`config.mk`:
```
export PLATFORM = sky130hd
export DESIGN_NAME = sd_cmd_resp_deserializer_flat
export DESIGN_NICKNAME = d
export VERILOG_FILES = /design/src/rtl/sd_cmd_resp_deserializer_pkg.sv /design/src/rtl/sd_cmd_resp_deserializer_if.sv /design/src/rtl/sd_cmd_resp_deserializer_crc7.sv /design/src/rtl/sd_cmd_resp_deserializer.sv /design/src/flat_wrapper.sv
export SDC_FILE = /design/constraint.sdc
export NUM_CORES = 1
export LEC_CHECK = 0
export CAP_MARGIN = 20
export CORE_MARGIN = 3
export CORE_UTILIZATION = 50
export DETAILED_ROUTE_END_ITERATION = 10
export GPL_TIMING_DRIVEN = 0
export PLACE_DENSITY = 0.79
export SETUP_SLACK_MARGIN = 0.15
export SLEW_MARGIN = 20
export SYNTH_ARGS = -nofsm -noshare
export SYNTH_HDL_FRONTEND = slang
export SYNTH_SLANG_ARGS = --single-unit
```
`constraint.sdc`:
```
create_clock -name clk -period 8.21 [get_ports clk]
set_input_delay 1.642 -clock clk [delete_from_list [all_inputs] [get_ports clk]]
set_output_delay 1.642 -clock clk [all_outputs]
set_load 0.05 [all_outputs]
```
`src/rtl/sd_cmd_resp_deserializer_pkg.sv`:
```
// sd_cmd_pkg: shared definitions for the SD CMD-line response path.
// Holds the receiver state encoding, the standard response frame lengths,
// the CRC7 generator polynomial and the receive-index window that the CRC
// covers for each frame type. The command serializer reuses the CRC items.
package sd_cmd_pkg;

  // Receiver phases: waiting for an arm, hunting for the start bit,
  // shifting in the frame, and holding a finished result.
  typedef enum logic [1:0] {
    IDLE = 2'd0,
    HUNT = 2'd1,
    RECV = 2'd2,
    DONE = 2'd3
  } stateType;

  // R1/R3/R6/R7 responses are 48 bits, R2 is 136 bits.
  localparam int SHORT_BITS = 48;
  localparam int LONG_BITS  = 136;

  // CRC7 generator x^7 + x^3 + 1 without the implicit x^7 term.
  localparam logic [6:0] CRC7_POLY = 7'h09;

  // CRC coverage expressed as receive indices (index 0 = start bit).
  // A short frame is covered from its start bit; an R2 frame skips its
  // 8 header bits. Both stop before the trailing CRC7 + end bit byte.
  localparam int SHORT_CRC_FIRST = 0;
  localparam int LONG_CRC_FIRST  = 8;
  localparam int CRC_TAIL_BITS   = 8;

endpackage

```
`src/rtl/sd_cmd_resp_deserializer_if.sv`:
```
// sd_cmd_resp_deserializer_if: handoff bundle between the host command FSM
// (master) and the response deserializer (slave).
//   start      arm request                         master -> slave
//   long_resp  0 = short frame, 1 = long frame     master -> slave
//   skip_crc   ignore the CRC7 comparison          master -> slave
//   ready      result consumed                     master -> slave
//   out        received frame, right-aligned       slave -> master
//   valid      result available                    slave -> master
//   busy       receiver not idle                   slave -> master
//   crc_err    CRC7 mismatch (with valid)          slave -> master
//   frame_err  bad transmission/end bit (with valid) slave -> master
//   timeout    no start bit seen (with valid)      slave -> master
interface sd_cmd_resp_deserializer_if #(
  parameter int MAX_BITS = 136
);

  logic                start;
  logic                long_resp;
  logic                skip_crc;
  logic                ready;
  logic [MAX_BITS-1:0] out;
  logic                valid;
  logic                busy;
  logic                crc_err;
  logic                frame_err;
  logic                timeout;

  modport master (
    output start, long_resp, skip_crc, ready,
    input  out, valid, busy, crc_err, frame_err, timeout
  );

  modport slave (
    input  start, long_resp, skip_crc, ready,
    output out, valid, busy, crc_err, frame_err, timeout
  );

endinterface

```
`src/rtl/sd_cmd_resp_deserializer_crc7.sv`:
```
// sd_crc7: serial MSB-first CRC7 (x^7 + x^3 + 1) accumulator, init 0.
//   clk     SD bus clock
//   reset   synchronous, active-high; clears the register
//   clear   synchronous clear at the start of a new frame
//   enable  fold bitIn into the CRC this cycle
//   bitIn   serial data bit
//   crc     current remainder
module sd_crc7
  import sd_cmd_pkg::*;
(
  input  logic       clk,
  input  logic       reset,
  input  logic       clear,
  input  logic       enable,
  input  logic       bitIn,
  output logic [6:0] crc
);

  // Galois-style LFSR: the incoming bit is XORed with the outgoing MSB and
  // the result decides whether the polynomial taps are applied. Clear wins
  // over enable so a fresh frame always starts from zero.
  always_ff @(posedge clk) begin
    if (reset || clear) begin
      crc <= '0;
    end else if (enable) begin
      crc <= {crc[5:0], 1'b0} ^ ({7{bitIn ^ crc[6]}} & CRC7_POLY);
    end
  end

endmodule

```
`src/rtl/sd_cmd_resp_deserializer.sv`:
```
// sd_cmd_resp_deserializer: captures an SD card response from the CMD line.
// After an arm request it hunts for the start bit, shifts the frame in
// MSB-first, then checks CRC7, transmission bit and end bit, or reports a
// timeout when no start bit arrives in time. The result is held until the
// command controller takes it with valid/ready.
//   clk    SD bus clock; in is sampled on its rising edge
//   reset  synchronous, active-high
//   in     serial CMD line, idle high
//   bus    handshake bundle (slave side): start/long_resp/skip_crc/ready in,
//          out/valid/busy/crc_err/frame_err/timeout out
module sd_cmd_resp_deserializer #(
  parameter int MAX_BITS   = 136,
  parameter int SHORT_BITS = 48,
  parameter int LONG_BITS  = 136,
  parameter int CNT_W      = 8,
  parameter int TIMEOUT    = 64,
  parameter int TO_W       = 7
) (
  input logic                       clk,
  input logic                       reset,
  input logic                       in,
  sd_cmd_resp_deserializer_if.slave bus
);

  import sd_cmd_pkg::*;

  localparam logic [CNT_W-1:0] SHORT_LAST = CNT_W'(SHORT_BITS - 1);
  localparam logic [CNT_W-1:0] LONG_LAST  = CNT_W'(LONG_BITS - 1);
  localparam logic [TO_W-1:0]  TO_LAST    = TO_W'(TIMEOUT - 1);

  stateType            state;
  stateType            stateNext;
  logic [MAX_BITS-1:0] outReg;
  logic [MAX_BITS-1:0] shifted;
  logic                validReg;
  logic                busyReg;
  logic                crcErrReg;
  logic                frameErrReg;
  logic                timeoutReg;
  logic                longLat;
  logic                skipLat;
  logic [CNT_W-1:0]    bitCnt;
  logic [TO_W-1:0]     toCnt;
  logic [CNT_W-1:0]    lastIdx;
  logic [CNT_W-1:0]    crcFirst;
  logic [CNT_W-1:0]    crcLast;
  logic [CNT_W-1:0]    sampleIdx;
  logic                inCrcWindow;
  logic                lastBit;
  logic                txBit;
  logic [6:0]          crcValue;
  logic                crcClear;
  logic                crcEnable;

  // Frame geometry for the latched response type. sampleIdx is the receive
  // index of the bit sampled this cycle: the start bit is index 0 and is
  // taken in HUNT, every later bit in RECV where bitCnt already equals it.
  always_comb begin
    lastIdx     = longLat ? LONG_LAST : SHORT_LAST;
    crcFirst    = longLat ? CNT_W'(LONG_CRC_FIRST) : CNT_W'(SHORT_CRC_FIRST);
    crcLast     = lastIdx - CNT_W'(CRC_TAIL_BITS);
    sampleIdx   = (state == RECV) ? bitCnt : '0;
    inCrcWindow = (sampleIdx >= crcFirst) && (sampleIdx <= crcLast);
    lastBit     = (state == RECV) && (bitCnt == lastIdx);
    // On the end-bit edge outReg holds everything but the end bit, so the
    // transmission bit (second bit received) sits at LEN-3.
    txBit       = longLat ? outReg[LONG_BITS-3] : outReg[SHORT_BITS-3];
    shifted     = {outReg[MAX_BITS-2:0], in};
  end

  // Next-state and CRC control. The CRC is cleared on arm and fed only the
  // bits inside the coverage window, so it is already final well before the
  // end bit arrives.
  always_comb begin
    stateNext = state;
    crcClear  = 1'b0;
    crcEnable = 1'b0;
    case (state)
      IDLE: begin
        if (bus.start) begin
          stateNext = HUNT;
          crcClear  = 1'b1;
        end
      end
      HUNT: begin
        if (!in) begin
          stateNext = RECV;
          crcEnable = inCrcWindow;
        end else if (toCnt == TO_LAST) begin
          stateNext = DONE;
        end
      end
      RECV: begin
        crcEnable = inCrcWindow;
        if (lastBit) begin
          stateNext = DONE;
        end
      end
      DONE: begin
        if (bus.ready) begin
          stateNext = IDLE;
        end
      end
      default: stateNext = IDLE;
    endcase
  end

  // State, shift register, counters and result flags. Flags are computed on
  // the edge that enters DONE so valid and the flags appear together, and
  // they are dropped on the handshake edge. out deliberately survives the
  // handshake and is only cleared by the next arm.
  always_ff @(posedge clk) begin
    if (reset) begin
      state       <= IDLE;
      busyReg     <= 1'b0;
      outReg      <= '0;
      validReg    <= 1'b0;
      crcErrReg   <= 1'b0;
      frameErrReg <= 1'b0;
      timeoutReg  <= 1'b0;
      longLat     <= 1'b0;
      skipLat     <= 1'b0;
      bitCnt      <= '0;
      toCnt       <= '0;
    end else begin
      state   <= stateNext;
      busyReg <= (stateNext != IDLE);
      case (state)
        IDLE: begin
          if (bus.start) begin
            longLat <= bus.long_resp;
            skipLat <= bus.skip_crc;
            outReg  <= '0;
            bitCnt  <= '0;
            toCnt   <= '0;
          end
        end
        HUNT: begin
          if (!in) begin
            outReg <= shifted;
            bitCnt <= CNT_W'(1);
          end else if (toCnt == TO_LAST) begin
            outReg      <= '0;
            validReg    <= 1'b1;
            timeoutReg  <= 1'b1;
            crcErrReg   <= 1'b0;
            frameErrReg <= 1'b0;
          end else begin
            toCnt <= toCnt + TO_W'(1);
          end
        end
        RECV: begin
          outReg <= shifted;
          bitCnt <= bitCnt + CNT_W'(1);
          if (lastBit) begin
            validReg    <= 1'b1;
            timeoutReg  <= 1'b0;
            crcErrReg   <= (outReg[6:0] != crcValue) && !skipLat;
            frameErrReg <= txBit || !in;
          end
        end
        DONE: begin
          if (bus.ready) begin
            validReg    <= 1'b0;
            crcErrReg   <= 1'b0;
            frameErrReg <= 1'b0;
            timeoutReg  <= 1'b0;
          end
        end
        default: ;
      endcase
    end
  end

  sd_crc7 crcUnit (
    .clk    (clk),
    .reset  (reset),
    .clear  (crcClear),
    .enable (crcEnable),
    .bitIn  (in),
    .crc    (crcValue)
  );

  assign bus.out       = outReg;
  assign bus.valid     = validReg;
  assign bus.busy      = busyReg;
  assign bus.crc_err   = crcErrReg;
  assign bus.frame_err = frameErrReg;
  assign bus.timeout   = timeoutReg;

endmodule

```
`src/flat_wrapper.sv`:
```
// flat-port wrapper written by rule: the top's interface ports become plain ports
module sd_cmd_resp_deserializer_flat import sd_cmd_pkg::*;
#(
  parameter int MAX_BITS   = 136,
  parameter int SHORT_BITS = 48,
  parameter int LONG_BITS  = 136,
  parameter int CNT_W      = 8,
  parameter int TIMEOUT    = 64,
  parameter int TO_W       = 7
)
  (clk, reset, in, bus_start, bus_long_resp, bus_skip_crc, bus_ready, bus_out, bus_valid, bus_busy, bus_crc_err, bus_frame_err, bus_timeout);
  sd_cmd_resp_deserializer_if #(.MAX_BITS(MAX_BITS)) bus_i ();
  input logic clk;
  input logic reset;
  input logic in;
  input wire logic [$bits(bus_i.start)-1:0] bus_start;
  input wire logic [$bits(bus_i.long_resp)-1:0] bus_long_resp;
  input wire logic [$bits(bus_i.skip_crc)-1:0] bus_skip_crc;
  input wire logic [$bits(bus_i.ready)-1:0] bus_ready;
  output wire logic [$bits(bus_i.out)-1:0] bus_out;
  output wire logic [$bits(bus_i.valid)-1:0] bus_valid;
  output wire logic [$bits(bus_i.busy)-1:0] bus_busy;
  output wire logic [$bits(bus_i.crc_err)-1:0] bus_crc_err;
  output wire logic [$bits(bus_i.frame_err)-1:0] bus_frame_err;
  output wire logic [$bits(bus_i.timeout)-1:0] bus_timeout;
  assign bus_i.start = bus_start;
  assign bus_i.long_resp = bus_long_resp;
  assign bus_i.skip_crc = bus_skip_crc;
  assign bus_i.ready = bus_ready;
  assign bus_out = bus_i.out;
  assign bus_valid = bus_i.valid;
  assign bus_busy = bus_i.busy;
  assign bus_crc_err = bus_i.crc_err;
  assign bus_frame_err = bus_i.frame_err;
  assign bus_timeout = bus_i.timeout;
  sd_cmd_resp_deserializer #(.MAX_BITS(MAX_BITS), .SHORT_BITS(SHORT_BITS), .LONG_BITS(LONG_BITS), .CNT_W(CNT_W), .TIMEOUT(TIMEOUT), .TO_W(TO_W)) u_core (.clk(clk), .reset(reset), .in(in), .bus(bus_i));
endmodule
```
# Yosys cells after proc, flatten, opt, wreduce, memory -nomap -nowiden
# Cells that the tools add are included.
# word_totals
elab_cells	88
output_inout_bits	141
input_bits	7
regBits	167
# op_classes
n_lt_le_gt_ge	2
mux	38
reduce_logical	17
n_eq_ne	14
bitwise	2
n_addsub	3
# ops
operator	n
$mux 136	3
$pmux 136 s3	1
$mux 8	4
$pmux 8 s3	1
$mux 7	3
$pmux 7 s2	1
$mux 1	13
$pmux 1 s3	4
$mux 2	5
$ne 2x2->1 const B	5
$add 8x1->8 const B	1
$eq 8x8->1	1
$ge 8x8->1	1
$le 8x8->1	1
$pmux 2 s4	1
$sub 8x4->8 const B	1
$add 7x1->7 const B	1
$eq 7x6->1 const B	1
$ne 7x7->1	1
$xor 7x4->7	1
$reduce_and 3->1	2
$reduce_bool 3->1	2
$reduce_and 5->1	1
$eq 2x2->1 const B	2
other kinds (13)	19

# Logic depth before layout (Yosys ltp)
# Gate-level depths: netlist of the first run.
# logic_depth
ltp_word	6
depth_mapped	12
depth_no_buf	10

# Cells and area by module
# From an unflattened synthesis of the first run, not the netlist that was laid out.
# unflattened
cells_unflattened	805
area_unflattened_um2	6607.6
# by_module_without_submodules
module	instances	seq_area_each_um2	cells_each	area_per_inst_um2
sd_cmd_resp_deserializer	1	3203.1	777	6331.1
sd_crc7	1	140.1	28	276.5

# Worst setup path before layout of the first run
# No wires, ideal clock.
# synth_timing
kind	flip-flop to flip-flop
start	register u_core.state[0]
end	register u_core.crcUnit.crc[0]
path_buffers	2
period_less_slack_ps	3142
path_slack_ps	5068
stages_incl_launch_ff	12
required_time_ps	8089
setup_time_ps	121
t_arrival_ps	3021
cell_sequence	dfxtp_1 inv_1 ha_1 buf_4 clkbuf_1 and2_1 ha_1 nand4b_4 or4_4 a2111oi_4 mux2i_1 nor2_1
# synth_via
elab_chain_len	6
elab_cells_between_ends	11
cone_classes	order compare: 2; eq/ne: 2; mux: 4; reduce/logical: 3
# synth_lines
item	line	text
start, declared	sd_cmd_resp_deserializer.sv:31	stateType state;
start signal, assigned	sd_cmd_resp_deserializer.sv:126	state <= stateNext;
$eq 2x2->1	sd_cmd_resp_deserializer.sv:62, sd_cmd_resp_deserializer.sv:78	
$mux 8	sd_cmd_resp_deserializer.sv:62	sampleIdx = (state == RECV) ? bitCnt : '0;
$ge 8x8->1 or $le 8x8->1 (tied branches)	sd_cmd_resp_deserializer.sv:63	inCrcWindow = (sampleIdx >= crcFirst) && (sampleIdx <= crcLast);
$logic_and 1x1->1	sd_cmd_resp_deserializer.sv:63	
$mux 1	sd_cmd_resp_deserializer.sv:86	if (!in) begin
$pmux 1 s2	sd_cmd_resp_deserializer.sv:78	case (state)
end signal, assigned	sd_cmd_resp_deserializer_crc7.sv:26	crc <= {crc[5:0], 1'b0} ^ ({7{bitIn ^ crc[6]}} & CRC7_POLY);
end, declared	sd_cmd_resp_deserializer_crc7.sv:16	output logic [6:0] crc
# Parallel ways exist; a longest one is shown, timed or not.
# A chain may end at the register's enable or synchronous reset.

# Worst setup path after layout of the first run
# layout_timing
start	input port in
end	register u_core.outReg[3] (netlist: u_core.bus.out[3])
# layout_via
elab_chain_len	2
elab_cells_between_ends	4
cone_classes	eq/ne: 1; mux: 2; reduce/logical: 1
# layout_lines
item	line	text
start, declared	flat_wrapper.sv:15	input logic in;
$ne 3x2->1 (no source line) or $mux 136 (tied branches)	-	
$reduce_and 3->1 (no source line) or $pmux 136 s3 (tied branches)	-	
end signal, assigned	sd_cmd_resp_deserializer.sv:140	outReg <= shifted;
end signal, assigned	sd_cmd_resp_deserializer.sv:153	outReg <= shifted;
end, declared	sd_cmd_resp_deserializer.sv:33	logic [MAX_BITS-1:0] outReg;
# Parallel ways exist; a longest one is shown, timed or not.

==> flow_results.xml, run 1 <==
<?xml version="1.0" encoding="UTF-8"?>
<metrics>
  <group name="die">
    <metric name="x_dimension_of_the_die" unit="um">121.2</metric>
    <metric name="rows" unit="">41</metric>
    <metric name="design.portCount" unit="">148</metric>
    <metric name="core_area" unit="um2">12770</metric>
    <metric name="floorplan.initialDensity" unit="%">51.95</metric>
    <metric name="floorplan.die.height" unit="um">121.2</metric>
    <metric name="die_outline_area" unit="um2">14690</metric>
  </group>
  <group name="clocking">
    <metric name="clock_tree.root_cell" unit="">clkbuf_16</metric>
    <metric name="clk_transition_reported_paths" unit="ps">60</metric>
    <metric name="tritoncts" unit="">done</metric>
    <metric name="clock_sink_count" unit="">167</metric>
    <metric name="cts-htree-levels" unit="">4</metric>
    <metric name="cts_max_path_buffers" unit="">2</metric>
    <metric name="worst_skew_pair.late_latency" unit="ps">420</metric>
    <metric name="post_cts_resize_count" unit="">0</metric>
    <metric name="clock_buffer_count_from_cts" unit="">17</metric>
    <metric name="post_cts_hold_buffer_count" unit="">0</metric>
    <metric name="total_setup_buffers_inserted_after_cts" unit="">0</metric>
  </group>
  <group name="yosys">
    <metric name="post_synth_main_area_contributors" unit="">dfxtp_1 (50%), a21oi_1 (11%), nand3_1 (11%)</metric>
    <metric name="yosys.cell_types.count" unit="">47</metric>
    <metric name="synth_largest_area_cell" unit="">dfxtp_1</metric>
    <metric name="synth_enable_flop_cells" unit="">0</metric>
    <metric name="yosys.area.top_type_share" unit="%">50.38</metric>
    <metric name="synth.cell_area" unit="um2">6636</metric>
    <metric name="synth_warnings" unit="">0</metric>
    <metric name="ys_seq_area_share" unit="%">50.38</metric>
    <metric name="synthesis.area_per_instance" unit="um2">8.213</metric>
    <metric name="synthFlopType" unit="">dfxtp_1</metric>
    <metric name="postSynthCellCount" unit="">808</metric>
    <metric name="most_frequent_cells_after_synthesis" unit="">dfxtp_1 (167), nand2_1 (150), a21oi_1 (147)</metric>
    <metric name="synth.most_common_cell" unit="">dfxtp_1</metric>
    <metric name="syn-num-nets" unit="">825</metric>
    <metric name="synth.ff_latch_count" unit="">167</metric>
    <metric name="postSynth.asyncResetShare" unit="%">0</metric>
  </group>
  <group name="setup_path">
    <metric name="maximum_fanout_encountered_on_the_critical_timing_path" unit="">10</metric>
    <metric name="worstSetupStartpointType" unit="">input pin</metric>
    <metric name="critPathKind" unit="">in -&gt; reg</metric>
    <metric name="worst_ep_required_time" unit="ps">8550</metric>
    <metric name="critPathArrivalTime" unit="ps">4380</metric>
    <metric name="cp-end-kind" unit="">flip-flop</metric>
  </group>
  <group name="finish">
    <metric name="area_occupied_by_multi_input_gates" unit="um2">3004</metric>
    <metric name="area_delta_synth_final" unit="%">33.80</metric>
    <metric name="storage_cell_area" unit="um2">3343</metric>
    <metric name="layout.filler_cells" unit="">1047</metric>
    <metric name="postLayoutCoreUtil" unit="%">69.52</metric>
    <metric name="finish.net_count" unit="">990</metric>
    <metric name="drive_gt1_share" unit="%">4.167</metric>
    <metric name="num_antenna_cells" unit="">0</metric>
  </group>
  <group name="global_route">
    <metric name="first_global_vias" unit="">5717</metric>
    <metric name="all_layer_global_routing_usage" unit="%">23.58</metric>
    <metric name="maximum_number_of_pins_on_one_net_before_global_route_repair" unit="">17</metric>
    <metric name="antenna_found_initial" unit="">0</metric>
    <metric name="grt.busiest_layer" unit="">met2</metric>
    <metric name="global_route_wire_length_before_repair" unit="um">28060</metric>
    <metric name="global_route.usage.met2" unit="%">36.23</metric>
    <metric name="grtUsageMet3" unit="%">8.252</metric>
    <metric name="use_met1" unit="%">32.02</metric>
    <metric name="grt_remaining_overflow" unit="">0</metric>
  </group>
  <group name="power">
    <metric name="ir_worst_vdd" unit="uV">145.6</metric>
    <metric name="power_leakage" unit="uW">0.002852</metric>
    <metric name="power.density_cell_area" unit="nW/um2">197.1</metric>
  </group>
  <group name="timing">
    <metric name="finalHoldViolations" unit="">0</metric>
    <metric name="grt_setup_unrepaired" unit="">no</metric>
    <metric name="layout_setup_ws" unit="ps">4174</metric>
    <metric name="worst_clock_skew" unit="ps">8.348</metric>
    <metric name="maxClockFrequency" unit="MHz">247.8</metric>
    <metric name="post-route-min-period" unit="ps">4036</metric>
    <metric name="min_period_over_period" unit="%">49.16</metric>
    <metric name="least_margin_pin_slew" unit="ps">803.8</metric>
    <metric name="finalSetupViolations" unit="">0</metric>
    <metric name="slew_viol_final" unit="">0</metric>
    <metric name="maxSlewHeadroom" unit="%">46.31</metric>
    <metric name="setup-tns-final" unit="ps">0</metric>
  </group>
  <group name="route">
    <metric name="viasPerCell" unit="">5.443</metric>
    <metric name="dr.first_iter.drc_count" unit="">481</metric>
    <metric name="route.detailed.drc" unit="">0</metric>
    <metric name="finalWirelength" unit="um">17510</metric>
    <metric name="vias" unit="">6292</metric>
    <metric name="detail-route-antenna-nets" unit="">0</metric>
    <metric name="drt-pass1-iter-count" unit="">7</metric>
    <metric name="post_drt_wl_per_cell" unit="um">15.14</metric>
  </group>
  <group name="place">
    <metric name="gp_congestion" unit="">0.8218</metric>
    <metric name="place_hpwl" unit="um">11950</metric>
    <metric name="pre_cts_worst_setup_slack" unit="ps">3804</metric>
    <metric name="placement.io_buffers" unit="">146</metric>
  </group>
  <group name="hold_path">
    <metric name="min_path_type" unit="">reg -&gt; reg</metric>
  </group>
  <group name="outcome">
    <metric name="status" unit="">complete, no violations</metric>
  </group>
  <group name="run">
    <metric name="count_of_max_cap_constraint_violations" unit="">0</metric>
  </group>
</metrics>
## critical path: stages
cell and delay [ps]:
clkdlybuf4s50_1 570, and2_0 290, o21ai_1 290, and2_1 190, clkbuf_1 470, buf_2 370, buf_2 260, nand3_1 110
a21oi_1 180
## per-layer routing
layer | share of wire (%) | wire length [um]
met1 | 45 | 7921
met2 | 46 | 8133
met3 | 7.3 | 1271
met4 | 1.0 | 180
met5 | 0 | 0
## logic make-up (layout without fill, tap and decap cells)
logic type / Yosys count / in the layout / share of synthesized area, %
multiplexers: 11 / 11 / 1.659
AO/OA/AOI/OAI: 171 / 171 / 14.23
buffers and inverters: 74 / 250 / 4.355
AND/OR/NAND/NOR: 356 / 356 / 24.98
XOR/XNOR: 19 / 19 / 2.508
flip-flops: 167 / 167 / 50.38
adder cells (fa/ha/maj): 10 / 10 / 1.885
## area by class of cell
type                       instances  area share [%]
inverter                           8          0.3382
tap                              172           2.424
multi-input combinational        567           33.83
clock inverter                     7          0.7750
buffer                            66           2.917
sequential                       167           37.65
clock buffer                      23           5.608
timing repair buffer             146           16.46
## state kept, by name (all words and copies together), names as in the netlist
register and count:
u_core.toCnt 7, u_core.bus.valid 1, u_core.skipLat 1, u_core.bus.timeout 1, u_core.crcUnit.crc 7, u_core.bus.crc_err 1, u_core.longLat 1, u_core.state 2
u_core.bitCnt 8, u_core.bus.busy 1, u_core.bus.out 136, u_core.bus.frame_err 1
## per-stage QoR
stage	area (um2)	hold WS, ps	cells	power (uW)
global route	8880	477.2	1156	1809
CTS	8880	451.5	1156	1757
global placement	8313	438.7	1126	998.4
floorplan	6636	431.1	808	950.0
finish	8880	448.6	1156	1750
detailed placement	8313	443.1	1126	998.7
## worst paths after layout
path	start	end	slack, ps	depth (start not counted)
max	in	u_core.bus.out[3]	4170	9
min	u_core.skipLat	u_core.skipLat	450	2
max reg2reg	u_core.state[0]	u_core.crcUnit.crc[6]	4650	11
min reg2reg	u_core.skipLat	u_core.skipLat	450	2
## power by group
part	total [uW]	switching (uW)	internal (uW)
Combinational	164	128	35.9
Sequential	819	4.03	815
Clock	767	313	454
Total	1750	445	1300
## cells in the final DEF, fill, tap and decap left out, drive strengths merged, types with 8 or more instances in the layout
master,n
dfxtp,167
nand2,150
a21oi,147
clkdlybuf4s50,146
nand3,144
clkbuf,71
nor2,24
buf,18
mux2i,11
xor2,11
ha,10
inv,9
nand2b,8
xnor2,8
Power figures use the tool's default switching activity.
==> run 2, diff against run 1 <==
- CORE_UTILIZATION: 50 -> 45
- PLACE_DENSITY: 0.79 -> 0.75
- clock period: 8.21 -> 3.6 ns (I/O delays scaled with it)
==> flow_results.xml, run 2 (synthesized netlist as in run 1, its figures left out) <==
<?xml version="1.0" encoding="UTF-8"?>
<metrics>
  <group name="timing">
    <metric name="min_period_over_period" unit="%">88.26</metric>
    <metric name="finalSetupViolations" unit="">0</metric>
    <metric name="finalHoldViolations" unit="">0</metric>
    <metric name="maxClockFrequency" unit="MHz">314.7</metric>
    <metric name="post-route-min-period" unit="ps">3177</metric>
    <metric name="setup-tns-final" unit="ps">0</metric>
    <metric name="holdWs" unit="ps">453.5</metric>
    <metric name="worst_clock_skew" unit="ps">7.696</metric>
    <metric name="least_margin_pin_slew" unit="ps">858.1</metric>
    <metric name="maxSlewHeadroom" unit="%">42.36</metric>
    <metric name="slew_viol_final" unit="">0</metric>
    <metric name="grt_setup_unrepaired" unit="">no</metric>
  </group>
  <group name="setup_path">
    <metric name="worstSetupStartpointType" unit="">flip-flop</metric>
    <metric name="timing.critical_path.slowest_stage_cell" unit="">or4_4</metric>
    <metric name="maximum_fanout_encountered_on_the_critical_timing_path" unit="">10</metric>
    <metric name="slowest_delay" unit="ps">570</metric>
    <metric name="critPathArrivalTime" unit="ps">3480</metric>
    <metric name="worst_path_dominant_cell_family" unit="">simple AND/OR/NAND/NOR gates</metric>
    <metric name="cp.buffers_inverters" unit="">4</metric>
    <metric name="crit_cells" unit="">12</metric>
    <metric name="critical_path.reg2reg.endpoint" unit="">u_core.crcUnit.crc[6]</metric>
    <metric name="crit_path_end" unit="">u_core.crcUnit.crc[6]</metric>
    <metric name="worst_setup_path_startpoint" unit="">u_core.state[0]</metric>
    <metric name="worst_ep_required_time" unit="ps">3910</metric>
    <metric name="worstRegToRegCells" unit="">12</metric>
    <metric name="cp-end-kind" unit="">flip-flop</metric>
    <metric name="r2r_setup_slack" unit="ps">420</metric>
    <metric name="timing.critical_path.cells" unit="">inv_1, ha_1, buf_4, clkbuf_2, and2_1, ha_1, nand4b_4, or4_4, a2111oi_4, buf_4, mux2i_1, nor2_1</metric>
    <metric name="rr_startpoint" unit="">u_core.state[0]</metric>
    <metric name="critPathKind" unit="">reg -&gt; reg</metric>
  </group>
  <group name="finish">
    <metric name="area_occupied_by_multi_input_gates" unit="um2">3004</metric>
    <metric name="area_delta_synth_final" unit="%">34.79</metric>
    <metric name="final_common_cell" unit="">dfxtp_1</metric>
    <metric name="largest_register_ffs" unit="">136</metric>
    <metric name="layout.filler_cells" unit="">1263</metric>
    <metric name="num_antenna_cells" unit="">0</metric>
    <metric name="storage_cell_area" unit="um2">3343</metric>
    <metric name="drive_gt1_share" unit="%">4.357</metric>
    <metric name="mostFrequentLayoutCells" unit="">dfxtp_1 (167), nand2_1 (150), a21oi_1 (147)</metric>
    <metric name="layout.cell_area.non_filler" unit="um2">8945</metric>
    <metric name="finish.net_count" unit="">991</metric>
  </group>
  <group name="clocking">
    <metric name="post_cts_hold_buffer_count" unit="">0</metric>
    <metric name="clk_transition_reported_paths" unit="ps">60</metric>
    <metric name="clock_tree.root_cell" unit="">clkbuf_16</metric>
    <metric name="tritoncts" unit="">done</metric>
    <metric name="cts-htree-levels" unit="">4</metric>
    <metric name="worst_skew_pair.late_latency" unit="ps">430</metric>
    <metric name="clock_sink_count" unit="">167</metric>
    <metric name="cts_max_path_buffers" unit="">2</metric>
    <metric name="clock_buffer_count_from_cts" unit="">17</metric>
  </group>
  <group name="power">
    <metric name="power_leakage" unit="uW">0.002884</metric>
    <metric name="ir_worst_vdd" unit="uV">316.0</metric>
    <metric name="power.density_cell_area" unit="nW/um2">462.1</metric>
  </group>
  <group name="die">
    <metric name="die_outline_area" unit="um2">16240</metric>
    <metric name="floorplan.initialDensity" unit="%">46.90</metric>
    <metric name="rows" unit="">43</metric>
    <metric name="design.portCount" unit="">148</metric>
    <metric name="x_dimension_of_the_die" unit="um">127.4</metric>
    <metric name="core_area" unit="um2">14150</metric>
    <metric name="floorplan.die.height" unit="um">127.4</metric>
  </group>
  <group name="place">
    <metric name="placement.io_buffers" unit="">146</metric>
    <metric name="placement.cell_area" unit="um2">8323</metric>
    <metric name="place_hpwl" unit="um">12170</metric>
    <metric name="gp_congestion" unit="">0.8645</metric>
  </group>
  <group name="route">
    <metric name="route.detailed.drc" unit="">0</metric>
    <metric name="finalWirelength" unit="um">17990</metric>
    <metric name="post_drt_wl_per_cell" unit="um">15.42</metric>
    <metric name="dr.first_iter.drc_count" unit="">301</metric>
    <metric name="drt-pass1-iter-count" unit="">4</metric>
    <metric name="detail-route-antenna-nets" unit="">0</metric>
    <metric name="viasPerCell" unit="">5.331</metric>
    <metric name="vias" unit="">6221</metric>
  </group>
  <group name="global_route">
    <metric name="grt_remaining_overflow" unit="">0</metric>
    <metric name="first_global_vias" unit="">5974</metric>
    <metric name="maximum_number_of_pins_on_one_net_before_global_route_repair" unit="">17</metric>
    <metric name="all_layer_global_routing_usage" unit="%">22.33</metric>
    <metric name="global_route_wire_length_before_repair" unit="um">29580</metric>
    <metric name="antenna_found_initial" unit="">0</metric>
  </group>
  <group name="run">
    <metric name="count_of_max_cap_constraint_violations" unit="">0</metric>
  </group>
  <group name="outcome">
    <metric name="status" unit="">complete, no violations</metric>
  </group>
  <group name="hold_path">
    <metric name="min_path_type" unit="">reg -&gt; reg</metric>
  </group>
</metrics>
run 2: changes by cell type in the layout (fill, tap and decap cells not counted), sizes merged:
| cell | change |
|---|---|
| inv | -1 |
| buf | +1 |
| bufinv | +2 |
| clkinvlp | -1 |
| clkbuf | +2 |
run 2: worst min path at each step:
stage / start / to / slack (ps) / cells past startpoint
2_1_floorplan: u_core.skipLat / u_core.skipLat / 430 / 2
3_3_place_gp: u_core.bus.out[135] / u_core.bus.out[135] / 440 / 2
3_5_place_dp: u_core.skipLat / u_core.skipLat / 450 / 2
4_1_cts: u_core.bus.out[135] / u_core.bus.out[135] / 460 / 2
5_1_grt: u_core.bus.out[135] / u_core.bus.out[135] / 480 / 2
6_report: u_core.bus.out[135] / u_core.bus.out[135] / 450 / 2
run 2: timing repair:
action / 4_1_cts / 5_1_grt
setup endpoints to repair: 7 / 31
buffers inserted: 1 / 0
resized for setup: 0 / 4
pin swaps: 1 / 0
run 2: routing by layer:
layer  global-route usage, %  vias up  wire length (um)
met4                   8.265        0               251
li1                        -     3110                 -
met1                   28.56     2941              8273
met2                   34.78      153              8233
met5                       0        -                 0
met3                   7.943       17              1233
run 2: per-stage QoR:
stage          std cells  total power (uW)  setup WS, ps  utilization, %
2_1_floorplan        808              2166         457.7               -
3_3_place_gp        1134              2281        -21.00           58.82
3_5_place_dp        1134              2280         11.70           58.82
4_1_cts             1167              4154         355.5           63.20
5_1_grt             1167              4266         158.9           63.22
6_report            1167              4134         422.6           63.22
run 2: area by class of cell:
type / count / share of cell area [%]
plain buffers: 66 / 2.923
repair buffers: 147 / 16.42
well taps: 180 / 2.518
clock inverters: 7 / 1.301
clock buffers: 25 / 5.539
inverters: 8 / 0.3357
flip-flops and latches: 167 / 37.38
multi-input cells: 567 / 33.59
run 2: power breakdown:
| group | leakage [uW] | total (uW) | internal, uW | switching (uW) |
|---|---|---|---|---|
| clock | 0.000297 | 1890 | 1170 | 725 |
| combinational | 0.00124 | 377 | 82.9 | 294 |
| sequential | 0.00135 | 1870 | 1860 | 9.15 |
| total | 0.00288 | 4130 | 3110 | 1030 |
run 2: worst min-delay path, cell delays in order, from the launching register on:
cell and delay, ps:
dfxtp_1 310, nand2_1 50, a21oi_1 50
==> run 3, diff against run 2 <==
- CAP_MARGIN: 20 -> unset
- SLEW_MARGIN: 20 -> unset
==> results of run 3 <==
Final layout, timing and power as in run 2 (identical DEF).
